===== config.mk =====
export PLATFORM = sky130hd
export DESIGN_NAME = sb_eject_redirect_flat
export DESIGN_NICKNAME = d
export VERILOG_FILES = /design/src/rtl/sb_eject_redirect_pkg.sv /design/src/rtl/sb_eject_redirect_if.sv /design/src/rtl/sb_eject_redirect_rr_pick4.sv /design/src/rtl/sb_eject_redirect.sv /design/src/flat_wrapper.sv
export SDC_FILE = /design/constraint.sdc
export NUM_CORES = 1
export LEC_CHECK = 0
export CAP_MARGIN = 20
export CORE_ASPECT_RATIO = 2
export CORE_UTILIZATION = 39
export DETAILED_ROUTE_END_ITERATION = 12
export GPL_TIMING_DRIVEN = 1
export PLACE_DENSITY_LB_ADDON = 0.2
export RECOVER_POWER = 100
export SLEW_MARGIN = 30
export SYNTH_ARGS = -nofsm -noshare
export SYNTH_HDL_FRONTEND = slang
export SYNTH_SLANG_ARGS = --single-unit

===== constraint.sdc =====
create_clock -name clk -period 2.6 [get_ports clk]
set_clock_uncertainty 0.05 [all_clocks]
set_input_delay 0.26 -clock clk [delete_from_list [all_inputs] [get_ports clk]]
set_output_delay 0.26 -clock clk [all_outputs]
set_load 0.1 [all_outputs]

===== src/rtl/sb_eject_redirect_pkg.sv =====
// Shared MinBD router constants and types for the side-buffer eject/redirect stage.
package minbd_pkg;

    localparam int NUM_CH         = 4;
    localparam int FLIT_W         = 11;
    localparam int SB_DEPTH       = 6;
    localparam int FLIT_VALID_BIT = FLIT_W - 1;

    localparam logic [3:0] SB_FULL_COUNT = 4'(SB_DEPTH);

    typedef logic [FLIT_W-1:0] flit_t;

    typedef enum logic [1:0] {
        SB_IDLE,
        SB_WAIT,
        SB_FORCE
    } sb_state_t;

endpackage


===== src/rtl/sb_eject_redirect_if.sv =====
// Channel and side-buffer signals of the eject/redirect stage.
// The master side drives flits and the buffer head; the slave side is the stage itself.
interface sb_eject_redirect_if;
    import minbd_pkg::*;

    logic [NUM_CH*FLIT_W-1:0] in_flits;
    logic [NUM_CH-1:0]        in_defl;
    flit_t                    sb_head;
    logic [NUM_CH*FLIT_W-1:0] out_flits;
    flit_t                    sb_wr_flit;
    logic                     sb_wr_en;
    logic                     sb_inject;
    logic [3:0]               sb_count;

    modport master (
        output in_flits, in_defl, sb_head,
        input  out_flits, sb_wr_flit, sb_wr_en, sb_inject, sb_count
    );

    modport slave (
        input  in_flits, in_defl, sb_head,
        output out_flits, sb_wr_flit, sb_wr_en, sb_inject, sb_count
    );

endinterface


===== src/rtl/sb_eject_redirect_rr_pick4.sv =====
// Round-robin picker over four requesters: grants the first request at or after start_i.
module rr_pick4 (
    input  logic [3:0] req_i,
    input  logic [1:0] start_i,
    output logic [1:0] grant_o,
    output logic       valid_o
);

    logic [1:0] idx;

    always_comb begin
        grant_o = start_i;
        valid_o = 1'b0;
        idx     = start_i;
        // Walk from the farthest offset back so the nearest request is the one kept.
        for (int k = 3; k >= 0; k--) begin
            idx = start_i + 2'(k);
            if (req_i[idx]) begin
                grant_o = idx;
                valid_o = 1'b1;
            end
        end
    end

endmodule


===== src/rtl/sb_eject_redirect.sv =====
// Eject/redirect stage ahead of the MinBD side buffer.
// Define SB_FORCE_REDIRECT_EN to add starvation tracking and forced head/flit swaps.
module sb_eject_redirect
    import minbd_pkg::*;
#(
    parameter int STARVE_LIMIT = 8
) (
    input  logic               clk,
    input  logic               rst_n,
    sb_eject_redirect_if.slave bus
);

    if (STARVE_LIMIT < 1 || STARVE_LIMIT > 255) begin : g_bad_limit
        $error("STARVE_LIMIT must lie in 1..255");
    end

    flit_t             in_ch [NUM_CH];
    flit_t             out_d [NUM_CH];
    flit_t             out_q [NUM_CH];
    logic [NUM_CH-1:0] cand;
    logic [1:0]        pick;
    logic              pick_vld;
    logic              eject;
    logic              have_free;
    logic [1:0]        free_idx;
    logic              wr_en_d, wr_en_q;
    logic              inj_d, inj_q;
    flit_t             wr_flit_d, wr_flit_q;
    logic [3:0]        count_d, count_q;
    logic [1:0]        rr_d, rr_q;
    sb_state_t         state_d, state_q;

`ifdef SB_FORCE_REDIRECT_EN
    localparam logic [7:0] STARVE_MAX = 8'(STARVE_LIMIT);

    logic [7:0] starve_d, starve_q;
    logic [1:0] red_d, red_q;
`endif

    always_comb begin
        for (int c = 0; c < NUM_CH; c++) begin
            in_ch[c] = bus.in_flits[c*FLIT_W +: FLIT_W];
            if (!in_ch[c][FLIT_VALID_BIT]) in_ch[c] = '0;
            cand[c] = in_ch[c][FLIT_VALID_BIT] & bus.in_defl[c];
        end
    end

    rr_pick4 u_eject_pick (
        .req_i   (cand),
        .start_i (rr_q),
        .grant_o (pick),
        .valid_o (pick_vld)
    );

    always_comb begin
        out_d     = in_ch;
        wr_en_d   = 1'b0;
        wr_flit_d = '0;
        inj_d     = 1'b0;
        rr_d      = rr_q;
        have_free = 1'b0;
        free_idx  = 2'd0;
`ifdef SB_FORCE_REDIRECT_EN
        red_d     = red_q;
        eject     = pick_vld && (count_q < SB_FULL_COUNT) && (state_q != SB_FORCE);
`else
        eject     = pick_vld && (count_q < SB_FULL_COUNT);
`endif

        if (eject) begin
            wr_en_d     = 1'b1;
            wr_flit_d   = in_ch[pick];
            out_d[pick] = '0;
            rr_d        = pick + 2'd1;
        end

        // The slot just vacated by the eject counts as free for the head.
        for (int c = NUM_CH - 1; c >= 0; c--) begin
            if (!out_d[c][FLIT_VALID_BIT]) begin
                have_free = 1'b1;
                free_idx  = 2'(c);
            end
        end

        if (state_q != SB_IDLE && have_free) begin
            out_d[free_idx] = bus.sb_head;
            inj_d           = 1'b1;
        end
`ifdef SB_FORCE_REDIRECT_EN
        else if (state_q == SB_FORCE) begin
            wr_en_d      = 1'b1;
            wr_flit_d    = in_ch[red_q];
            out_d[red_q] = bus.sb_head;
            inj_d        = 1'b1;
            red_d        = red_q + 2'd1;
        end
`endif

        count_d = count_q;
        if (wr_en_d && !inj_d)      count_d = count_q + 4'd1;
        else if (!wr_en_d && inj_d) count_d = count_q - 4'd1;

`ifdef SB_FORCE_REDIRECT_EN
        starve_d = starve_q;
        if (state_q == SB_IDLE || inj_d)  starve_d = '0;
        else if (starve_q != STARVE_MAX)  starve_d = starve_q + 8'd1;

        if (count_d == 4'd0)              state_d = SB_IDLE;
        else if (starve_d == STARVE_MAX)  state_d = SB_FORCE;
        else                              state_d = SB_WAIT;
`else
        state_d = (count_d == 4'd0) ? SB_IDLE : SB_WAIT;
`endif
    end

    always_ff @(posedge clk or negedge rst_n) begin
        if (!rst_n) begin
            out_q     <= '{default: '0};
            wr_en_q   <= 1'b0;
            inj_q     <= 1'b0;
            wr_flit_q <= '0;
            count_q   <= '0;
            rr_q      <= '0;
            state_q   <= SB_IDLE;
`ifdef SB_FORCE_REDIRECT_EN
            starve_q  <= '0;
            red_q     <= '0;
`endif
        end else begin
            out_q     <= out_d;
            wr_en_q   <= wr_en_d;
            inj_q     <= inj_d;
            wr_flit_q <= wr_flit_d;
            count_q   <= count_d;
            rr_q      <= rr_d;
            state_q   <= state_d;
`ifdef SB_FORCE_REDIRECT_EN
            starve_q  <= starve_d;
            red_q     <= red_d;
`endif
        end
    end

    for (genvar c = 0; c < NUM_CH; c++) begin : g_out
        assign bus.out_flits[c*FLIT_W +: FLIT_W] = out_q[c];
    end

    assign bus.sb_wr_flit = wr_flit_q;
    assign bus.sb_wr_en   = wr_en_q;
    assign bus.sb_inject  = inj_q;
    assign bus.sb_count   = count_q;

endmodule

===== src/flat_wrapper.sv =====
// flat-port wrapper written by rule: the top's interface ports become plain ports
module sb_eject_redirect_flat import minbd_pkg::*;
#(
    parameter int STARVE_LIMIT = 8
)
  (clk, rst_n, bus_in_flits, bus_in_defl, bus_sb_head, bus_out_flits, bus_sb_wr_flit, bus_sb_wr_en, bus_sb_inject, bus_sb_count);
  sb_eject_redirect_if bus_i ();
  input  logic clk;
  input  logic rst_n;
  input wire logic [$bits(bus_i.in_flits)-1:0] bus_in_flits;
  input wire logic [$bits(bus_i.in_defl)-1:0] bus_in_defl;
  input wire logic [$bits(bus_i.sb_head)-1:0] bus_sb_head;
  output wire logic [$bits(bus_i.out_flits)-1:0] bus_out_flits;
  output wire logic [$bits(bus_i.sb_wr_flit)-1:0] bus_sb_wr_flit;
  output wire logic [$bits(bus_i.sb_wr_en)-1:0] bus_sb_wr_en;
  output wire logic [$bits(bus_i.sb_inject)-1:0] bus_sb_inject;
  output wire logic [$bits(bus_i.sb_count)-1:0] bus_sb_count;
  assign bus_i.in_flits = bus_in_flits;
  assign bus_i.in_defl = bus_in_defl;
  assign bus_i.sb_head = bus_sb_head;
  assign bus_out_flits = bus_i.out_flits;
  assign bus_sb_wr_flit = bus_i.sb_wr_flit;
  assign bus_sb_wr_en = bus_i.sb_wr_en;
  assign bus_sb_inject = bus_i.sb_inject;
  assign bus_sb_count = bus_i.sb_count;
  sb_eject_redirect #(.STARVE_LIMIT(STARVE_LIMIT)) u_core (.clk(clk), .rst_n(rst_n), .bus(bus_i));
endmodule

### Yosys cells after proc, flatten, opt, wreduce, memory -nomap -nowiden

Index checks and enable logic that the tools add are counted.

* reductions and logical operators: 10
* mux-type cells: 44
* bitwise gates (word level): 8
* order comparisons: 9
* add/subtract/negate cells: 6

Operators with widths (number)
* 11-bit two-way mux: 9
* 44-bit two-way mux: 2
* 44-bit bitwise AND: 1
* 44-bit bitwise mux: 1
* 11-bit demux with 2-bit select: 2
* 44-bit inverter: 1
* 11-bit binary-select mux with 2-bit select: 1
* 2-bit two-way mux: 8
* 1-bit two-way mux: 15
* 2-bit by 3-bit < comparator with 1-bit output, second input constant: 4
* 1-bit binary-select mux with 2-bit select: 4
* 4-bit two-way mux: 2
* 3-bit greater-or-equal comparator, second input constant: 2
* 1-bit logical AND: 6
* 3-bit by 1-bit < comparator with 1-bit output, second input constant: 2
* 2-bit inverter with 3-bit output: 2
* 2-bit by 1-bit adder with 2-bit output, second input constant: 2
* 2-bit adder, second input constant: 2
* 4-bit by 1-bit adder with 4-bit output, second input constant: 1
* 1-bit bitwise AND: 4
* 4-bit logical NOT: 1
* 4-bit by 3-bit < comparator with 1-bit output, second input constant: 1
* 4-bit by 1-bit subtractor with 4-bit output, second input constant: 1
* 1-bit logical NOT: 2
* 2-bit nonzero test: 1

* register bits after elaboration: 65
* logic and storage cells: 87
* output and inout bits: 61

### Logic depth before layout (Yosys ltp)

* word-level depth: 27
* mapped depth: 14
* gate-level depth less buffers: 11

### Hierarchy

Synthesis repeated with hierarchy kept, for this count alone.

* cells, all modules: 279
* area, all modules: 3040.4 um^2

By module, submodules not included
* sb_eject_redirect: cells each 263, instances 1, area each 2940.3 um^2
* rr_pick4: cells each 16, instances 1, area each 100.1 um^2

### Worst setup path after synthesis

No wires, ideal clock.

* path type: input-to-reg
* start: input bus_in_flits[43]
* end: register u_core.state_q[0]
* path slack: -0.178 ns
* cell stages on the path: 12
* setup time: 0.141 ns
* path buffers: 2
* data arrival time: 2.587 ns
* path through: buf_4 > a221oi_1 > a41o_1 > a2bb2oi_2 > clkbuf_1 > inv_1 > ha_1 > o211ai_1 > nand4_1 > nor3_1 > o31a_1 > o211ai_1

* cells in the longest elaborated chain, start to end: 27
* elaborated cells between the ends (all ways): 43
* classes of those cells: order compare (2); mux (29); bitwise (4); reduce/logical (8)

Ends and longest elaborated chain
* from (decl): RTL line flat_wrapper.sv:10 `input wire logic [$bits(bus_i.in_flits)-1:0] bus_in_flits;`
* 11-bit two-way mux (*): RTL line sb_eject_redirect.sv:43 `if (!in_ch[c][FLIT_VALID_BIT]) in_ch[c] = '0;`
* 1-bit bitwise AND: RTL line sb_eject_redirect.sv:44 `cand[c] = in_ch[c][FLIT_VALID_BIT] & bus.in_defl[c];`
* 1-bit binary-select mux with 2-bit select: RTL line sb_eject_redirect_rr_pick4.sv:18 `if (req_i[idx]) begin`
* 1-bit two-way mux (implied by the code): RTL line sb_eject_redirect_rr_pick4.sv:18
* 2-bit two-way mux (4 in series): RTL line sb_eject_redirect_rr_pick4.sv:18
* 2-bit inverter with 3-bit output (implied by the code): RTL line sb_eject_redirect.sv:73 `out_d[pick] = '0;`
* 3-bit greater-or-equal comparator (implied by the code) or 3-bit by 1-bit < comparator with 1-bit output (tied branches): RTL line sb_eject_redirect.sv:73
* 1-bit logical AND (implied by the code): RTL line sb_eject_redirect.sv:73
* [... 9 more ...]
* 1-bit logical AND: RTL line sb_eject_redirect.sv:85 `if (state_q != SB_IDLE && have_free) begin`
* 1-bit two-way mux: RTL line sb_eject_redirect.sv:85
* 1-bit logical AND or 1-bit logical NOT (tied branches): RTL line sb_eject_redirect.sv:101, sb_eject_redirect.sv:100
* 4-bit two-way mux or 1-bit logical AND (tied branches): RTL line sb_eject_redirect.sv:101, sb_eject_redirect.sv:100
* 4-bit two-way mux (*): RTL line sb_eject_redirect.sv:100 `if (wr_en_d && !inj_d) count_d = count_q + 4'd1;`
* 4-bit logical NOT (*): RTL line sb_eject_redirect.sv:112 `state_d = (count_d == 4'd0) ? SB_IDLE : SB_WAIT;`
* 1-bit two-way mux (*): RTL line sb_eject_redirect.sv:112
* net u_core.state_d[0]: RTL line sb_eject_redirect.sv:31 `sb_state_t state_d, state_q;`
* to (signal assigned): RTL line sb_eject_redirect.sv:136 `state_q <= state_d;`
* to (decl): RTL line sb_eject_redirect.sv:31

The timed path passes the listed nets; every way through them passes the cells marked *. The select of a mux whose other input is x is not followed.
A chain may end at the register's enable or synchronous reset.

### Worst setup path after layout

* start: register u_core.rr_q[1]
* end: register u_core.count_q[1] (netlist: u_core.bus.sb_count[1])

* cells in the longest elaborated chain, start to end: 24
* elaborated cells between the ends (all ways): 42
* classes of those cells: add/sub (3); order compare (2); mux (27); bitwise (3); reduce/logical (7)

Ends and longest elaborated chain
* from (decl): RTL line sb_eject_redirect.sv:30 `logic [1:0] rr_d, rr_q;`
* from (signal assigned): RTL line sb_eject_redirect.sv:135 `rr_q <= rr_d;`
* 2-bit adder: RTL line sb_eject_redirect_rr_pick4.sv:17 `idx = start_i + 2'(k);`
* 1-bit binary-select mux with 2-bit select: RTL line sb_eject_redirect_rr_pick4.sv:18
* 1-bit two-way mux (implied by the code): RTL line sb_eject_redirect_rr_pick4.sv:18
* 2-bit two-way mux (4 in series): RTL line sb_eject_redirect_rr_pick4.sv:18
* 2-bit inverter with 3-bit output (implied by the code): RTL line sb_eject_redirect.sv:73
* 3-bit greater-or-equal comparator (implied by the code) or 3-bit by 1-bit < comparator with 1-bit output (tied branches): RTL line sb_eject_redirect.sv:73
* 1-bit logical AND (implied by the code): RTL line sb_eject_redirect.sv:73
* 11-bit two-way mux (implied by the code): RTL line sb_eject_redirect.sv:73
* [... 3 more ...]
* 44-bit two-way mux: RTL line sb_eject_redirect.sv:70 `if (eject) begin`
* 1-bit two-way mux (4 in series): RTL line sb_eject_redirect.sv:79 `if (!out_d[c][FLIT_VALID_BIT]) begin`
* 1-bit logical AND: RTL line sb_eject_redirect.sv:85
* 1-bit two-way mux: RTL line sb_eject_redirect.sv:85
* 1-bit logical AND or 1-bit logical NOT (tied branches): RTL line sb_eject_redirect.sv:101, sb_eject_redirect.sv:100
* 4-bit two-way mux or 1-bit logical AND (tied branches): RTL line sb_eject_redirect.sv:101, sb_eject_redirect.sv:100
* 4-bit two-way mux (*): RTL line sb_eject_redirect.sv:100
* net u_core.count_d[1]: RTL line sb_eject_redirect.sv:29 `logic [3:0] count_d, count_q;`
* to (signal assigned): RTL line sb_eject_redirect.sv:134 `count_q <= count_d;`
* to (decl): RTL line sb_eject_redirect.sv:29

Marked as above.

==> run_summary.xml <==
<?xml version="1.0" encoding="UTF-8"?>
<metrics>
  <group name="sta">
    <metric name="fin_crit_sh" unit="%">95.8</metric>
    <metric name="slew_headroom" unit="%">12.7</metric>
    <metric name="final-setup-viol-count" unit="">0</metric>
    <metric name="hold_violations" unit="">0</metric>
    <metric name="period_needed" unit="ps">2490</metric>
    <metric name="drv_slew" unit="">0</metric>
    <metric name="maxClockFrequency" unit="GHz">0.401</metric>
    <metric name="timing_worst_slew_pin_value" unit="ps">1310</metric>
  </group>
  <group name="clocking">
    <metric name="cts.htree.levels" unit="">3</metric>
    <metric name="ctsLongestPathBuffers" unit="">2</metric>
    <metric name="cts_buffers" unit="">9</metric>
    <metric name="root_buffer_selected_by_cts" unit="">sky130_fd_sc_hd__clkbuf_16</metric>
    <metric name="cts_tree" unit="">built</metric>
    <metric name="clock_insertion_delay_worst_skew" unit="ps">330</metric>
    <metric name="cts.repair_timing.setup_buffer_count" unit="">0</metric>
    <metric name="cts.sinks" unit="">64</metric>
    <metric name="worst_setup_hold_path_clk_slew" unit="ps">50</metric>
  </group>
  <group name="global_routing">
    <metric name="grt_max_degree" unit="">29</metric>
    <metric name="number_of_global_route_vias_before_repair" unit="">3052</metric>
    <metric name="globalRouteTotalUtil" unit="%">27.0</metric>
    <metric name="grt-ovfl-total" unit="">0</metric>
    <metric name="grt_antenna_before_repair" unit="">0</metric>
    <metric name="wire_length_of_the_first_global_routing_pass" unit="um">16100</metric>
  </group>
  <group name="cells_and_area">
    <metric name="antenna-diode-count" unit="">0</metric>
    <metric name="layout-drive-gt1-share" unit="%">14.1</metric>
    <metric name="n_fill_cell" unit="">732</metric>
    <metric name="final-instance-count-excl-fill" unit="">528</metric>
    <metric name="synthToLayoutAreaGrowth" unit="%">45.8</metric>
    <metric name="area_used_by_sequential_logic_in_the_layout" unit="um^2">1600</metric>
    <metric name="multiInputGateArea" unit="um^2">1370</metric>
    <metric name="final_common_cell" unit="">sky130_fd_sc_hd__clkbuf_1</metric>
    <metric name="finalInstanceArea" unit="um^2">4490</metric>
    <metric name="post-route-util" unit="%">59.0</metric>
    <metric name="design.final.nets" unit="">495</metric>
    <metric name="layout.cells.most_common_list" unit="">65 x sky130_fd_sc_hd__clkbuf_1, 62 x sky130_fd_sc_hd__dfrtp_1, 53 x sky130_fd_sc_hd__clkdlybuf4s50_1</metric>
  </group>
  <group name="place">
    <metric name="routability_congestion_estimate_from_global_placement" unit="">0.816</metric>
    <metric name="port-buffer-count" unit="">121</metric>
    <metric name="postPlaceCellArea" unit="um^2">4440</metric>
    <metric name="post-dp-hpwl" unit="um">7990</metric>
    <metric name="dp.cells" unit="">512</metric>
  </group>
  <group name="die">
    <metric name="die_area" unit="um^2">8270</metric>
    <metric name="floorplan.initialDensity" unit="%">40.5</metric>
    <metric name="area_of_the_core" unit="um^2">7600</metric>
    <metric name="die_w" unit="um">64.8</metric>
    <metric name="floorplan.rows" unit="">45</metric>
    <metric name="chipHeight" unit="um">128</metric>
    <metric name="ios" unit="">122</metric>
  </group>
  <group name="logic_synthesis">
    <metric name="synth.ff_latch_count" unit="">64</metric>
    <metric name="synth.cell_area" unit="um^2">3080</metric>
    <metric name="cell_variety_after_synth" unit="">47</metric>
    <metric name="synth-main-ff-cell" unit="">sky130_fd_sc_hd__dfrtp_1</metric>
    <metric name="synthesis.yosys.warnings" unit="">0</metric>
    <metric name="postSynthCellCount" unit="">288</metric>
    <metric name="synthesis.area_per_instance" unit="um^2">10.7</metric>
    <metric name="postSynth.asyncResetShare" unit="%">100</metric>
    <metric name="synth_edf_count" unit="">0</metric>
    <metric name="synth.yosys.seq_area_share" unit="%">52.1</metric>
    <metric name="mappedNetlistNets" unit="">353</metric>
  </group>
  <group name="route">
    <metric name="wl" unit="um">10700</metric>
    <metric name="detailroute.via_count" unit="">3058</metric>
    <metric name="ant_nets" unit="">0</metric>
    <metric name="drtPass1Iterations" unit="">4</metric>
    <metric name="drc" unit="">0</metric>
    <metric name="post_drt_wl_per_cell" unit="um">20.3</metric>
    <metric name="drt_first_iter_violations" unit="">231</metric>
    <metric name="detail_route.vias_per_cell" unit="">5.79</metric>
  </group>
  <group name="worst_setup_path">
    <metric name="r2r_slack" unit="ps">110</metric>
    <metric name="cp_slowest_cell" unit="">sky130_fd_sc_hd__dfrtp_1</metric>
    <metric name="worst_ep_arrival_time" unit="ps">2660</metric>
    <metric name="worst_path_largest_cell_delay" unit="ps">430</metric>
    <metric name="critPathCaptureType" unit="">flop</metric>
    <metric name="critical_path.startpoint_type" unit="">flop</metric>
    <metric name="cp_data_required_time" unit="ps">2770</metric>
    <metric name="critical_path.max_fanout" unit="">4</metric>
    <metric name="crit_type" unit="">flop to flop</metric>
    <metric name="critical_path.cell_chain" unit="">buf_4 &gt; a41o_1 &gt; a2bb2oi_4 &gt; buf_4 &gt; ha_1 &gt; o211ai_1 &gt; nand4_1 &gt; clkbuf_4 &gt; o211ai_1 &gt; o2111ai_2 &gt; o31ai_1</metric>
  </group>
  <group name="pwr">
    <metric name="p_leak" unit="uW">0.00201</metric>
    <metric name="power_density" unit="nW/um^2">1310</metric>
    <metric name="p_total" unit="uW">5890</metric>
    <metric name="power.ir.vdd_worst" unit="V">0.00110</metric>
  </group>
  <group name="job">
    <metric name="cap_viol_max_count" unit="">0</metric>
  </group>
  <group name="min_path">
    <metric name="hp-class" unit="">flop to flop</metric>
  </group>
  <group name="run_status">
    <metric name="outcome" unit="">finished clean</metric>
  </group>
</metrics>
-- area by class of cell --
type / instances / area share (%)
flip-flops and latches: 64 / 35.8
multi-input cells: 191 / 30.4
repair buffers: 155 / 24.0
clock buffers: 11 / 5.41
well taps: 94 / 2.62
clock inverters: 4 / 1.00
inverters: 9 / 0.753
-- metrics by stage --
step / hold slack, ps / setup slack, ps / setup TNS (ps)
final: 502 / 108 / 0
after global placement: 201 / -243 / -5020
after global routing: 515 / -15.1 / -15.7
after detailed placement: 220 / -312 / -7110
after CTS: 408 / 30.3 / 0
after floorplan: -85.6 / -3.94 / -3.94
-- timing repair --
item                                   CTS  global route
endpoints found under the hold margin   22             0
gates resized for setup                  0            11
setup endpoints to repair                0            24
hold buffers                             1             0
-- routing by layer --
metal	wire length [um]	GRT usage, %	vias to the layer above
met5	0	0	-
li1	-	-	1378
met3	500	4.20	30
met4	461	16.5	0
met2	6170	50.7	125
met1	3590	26.5	1525
-- final timing paths --
check                                                 start                                 to  cells after the start
max reg2reg                      u_core.rr_q[1]$_DFFE_PN0N_   u_core.bus.sb_count[1]$_DFF_PN0_                     11
min reg2reg                u_core.bus.sb_count[2]$_DFF_PN0_   u_core.bus.sb_count[2]$_DFF_PN0_                      1
max in group asynchronous                             rst_n   u_core.bus.sb_count[2]$_DFF_PN0_                      3
max                              u_core.rr_q[1]$_DFFE_PN0N_   u_core.bus.sb_count[1]$_DFF_PN0_                     11
min in group asynchronous                             rst_n  u_core.bus.out_flits[4]$_DFF_PN0_                      2
min                        u_core.bus.sb_count[2]$_DFF_PN0_   u_core.bus.sb_count[2]$_DFF_PN0_                      1
-- synthesized netlist by cell type (5+ instances only) --
library cell / instances / area [um^2]
sky130_fd_sc_hd__xnor2_1: 5 / 43.8
sky130_fd_sc_hd__a21oi_1: 7 / 35.0
sky130_fd_sc_hd__a31oi_1: 10 / 62.6
sky130_fd_sc_hd__nand2_1: 33 / 124
sky130_fd_sc_hd__clkbuf_1: 19 / 71.3
sky130_fd_sc_hd__a32o_1: 10 / 100
sky130_fd_sc_hd__a22o_1: 23 / 201
sky130_fd_sc_hd__dfrtp_1: 64 / 1600
sky130_fd_sc_hd__a311oi_1: 10 / 87.6
sky130_fd_sc_hd__a211oi_1: 10 / 75.1
sky130_fd_sc_hd__o21ai_0: 14 / 70.1
sky130_fd_sc_hd__inv_1: 8 / 30.0
sky130_fd_sc_hd__and3_1: 22 / 138
-- worst max-delay path, delay by kind of cell, from the launching register on --
| family | cells | cell delay [ps] |
|---|---|---|
| and+or+nand+nor | 1 | 240 |
| adders and majority gates | 1 | 190 |
| buffers and inverters | 3 | 530 |
| DFF | 1 | 430 |
| AOI/OAI and AO/OA | 6 | 940 |
-- cells by family (layout without fill, tap and decap cells) --
group / Yosys count / count (layout) / synth area share, %
flops: 64 / 64 / 52.1
buf+inv: 33 / 179 / 4.51
compound gates: 107 / 107 / 27.6
xor+xnor: 5 / 5 / 1.42
fa+ha+maj: 4 / 4 / 1.63
simple gates: 75 / 75 / 12.8
-- report_power, final --
group / switching, uW / internal, uW
Sequential: 195 / 1250
Combinational: 2550 / 721
Clock: 417 / 757
Total: 3170 / 2720
-- state kept, by name, indices dropped and copies added, names as in the netlist --
| name | count |
|---|---|
| u_core.bus.sb_inject | 1 |
| u_core.state_q | 1 |
| u_core.bus.sb_count | 4 |
| u_core.bus.out_flits | 44 |
| u_core.bus.sb_wr_en | 1 |
| u_core.bus.sb_wr_flit | 11 |
| u_core.rr_q | 2 |
(Power assumes the default switching activity.)
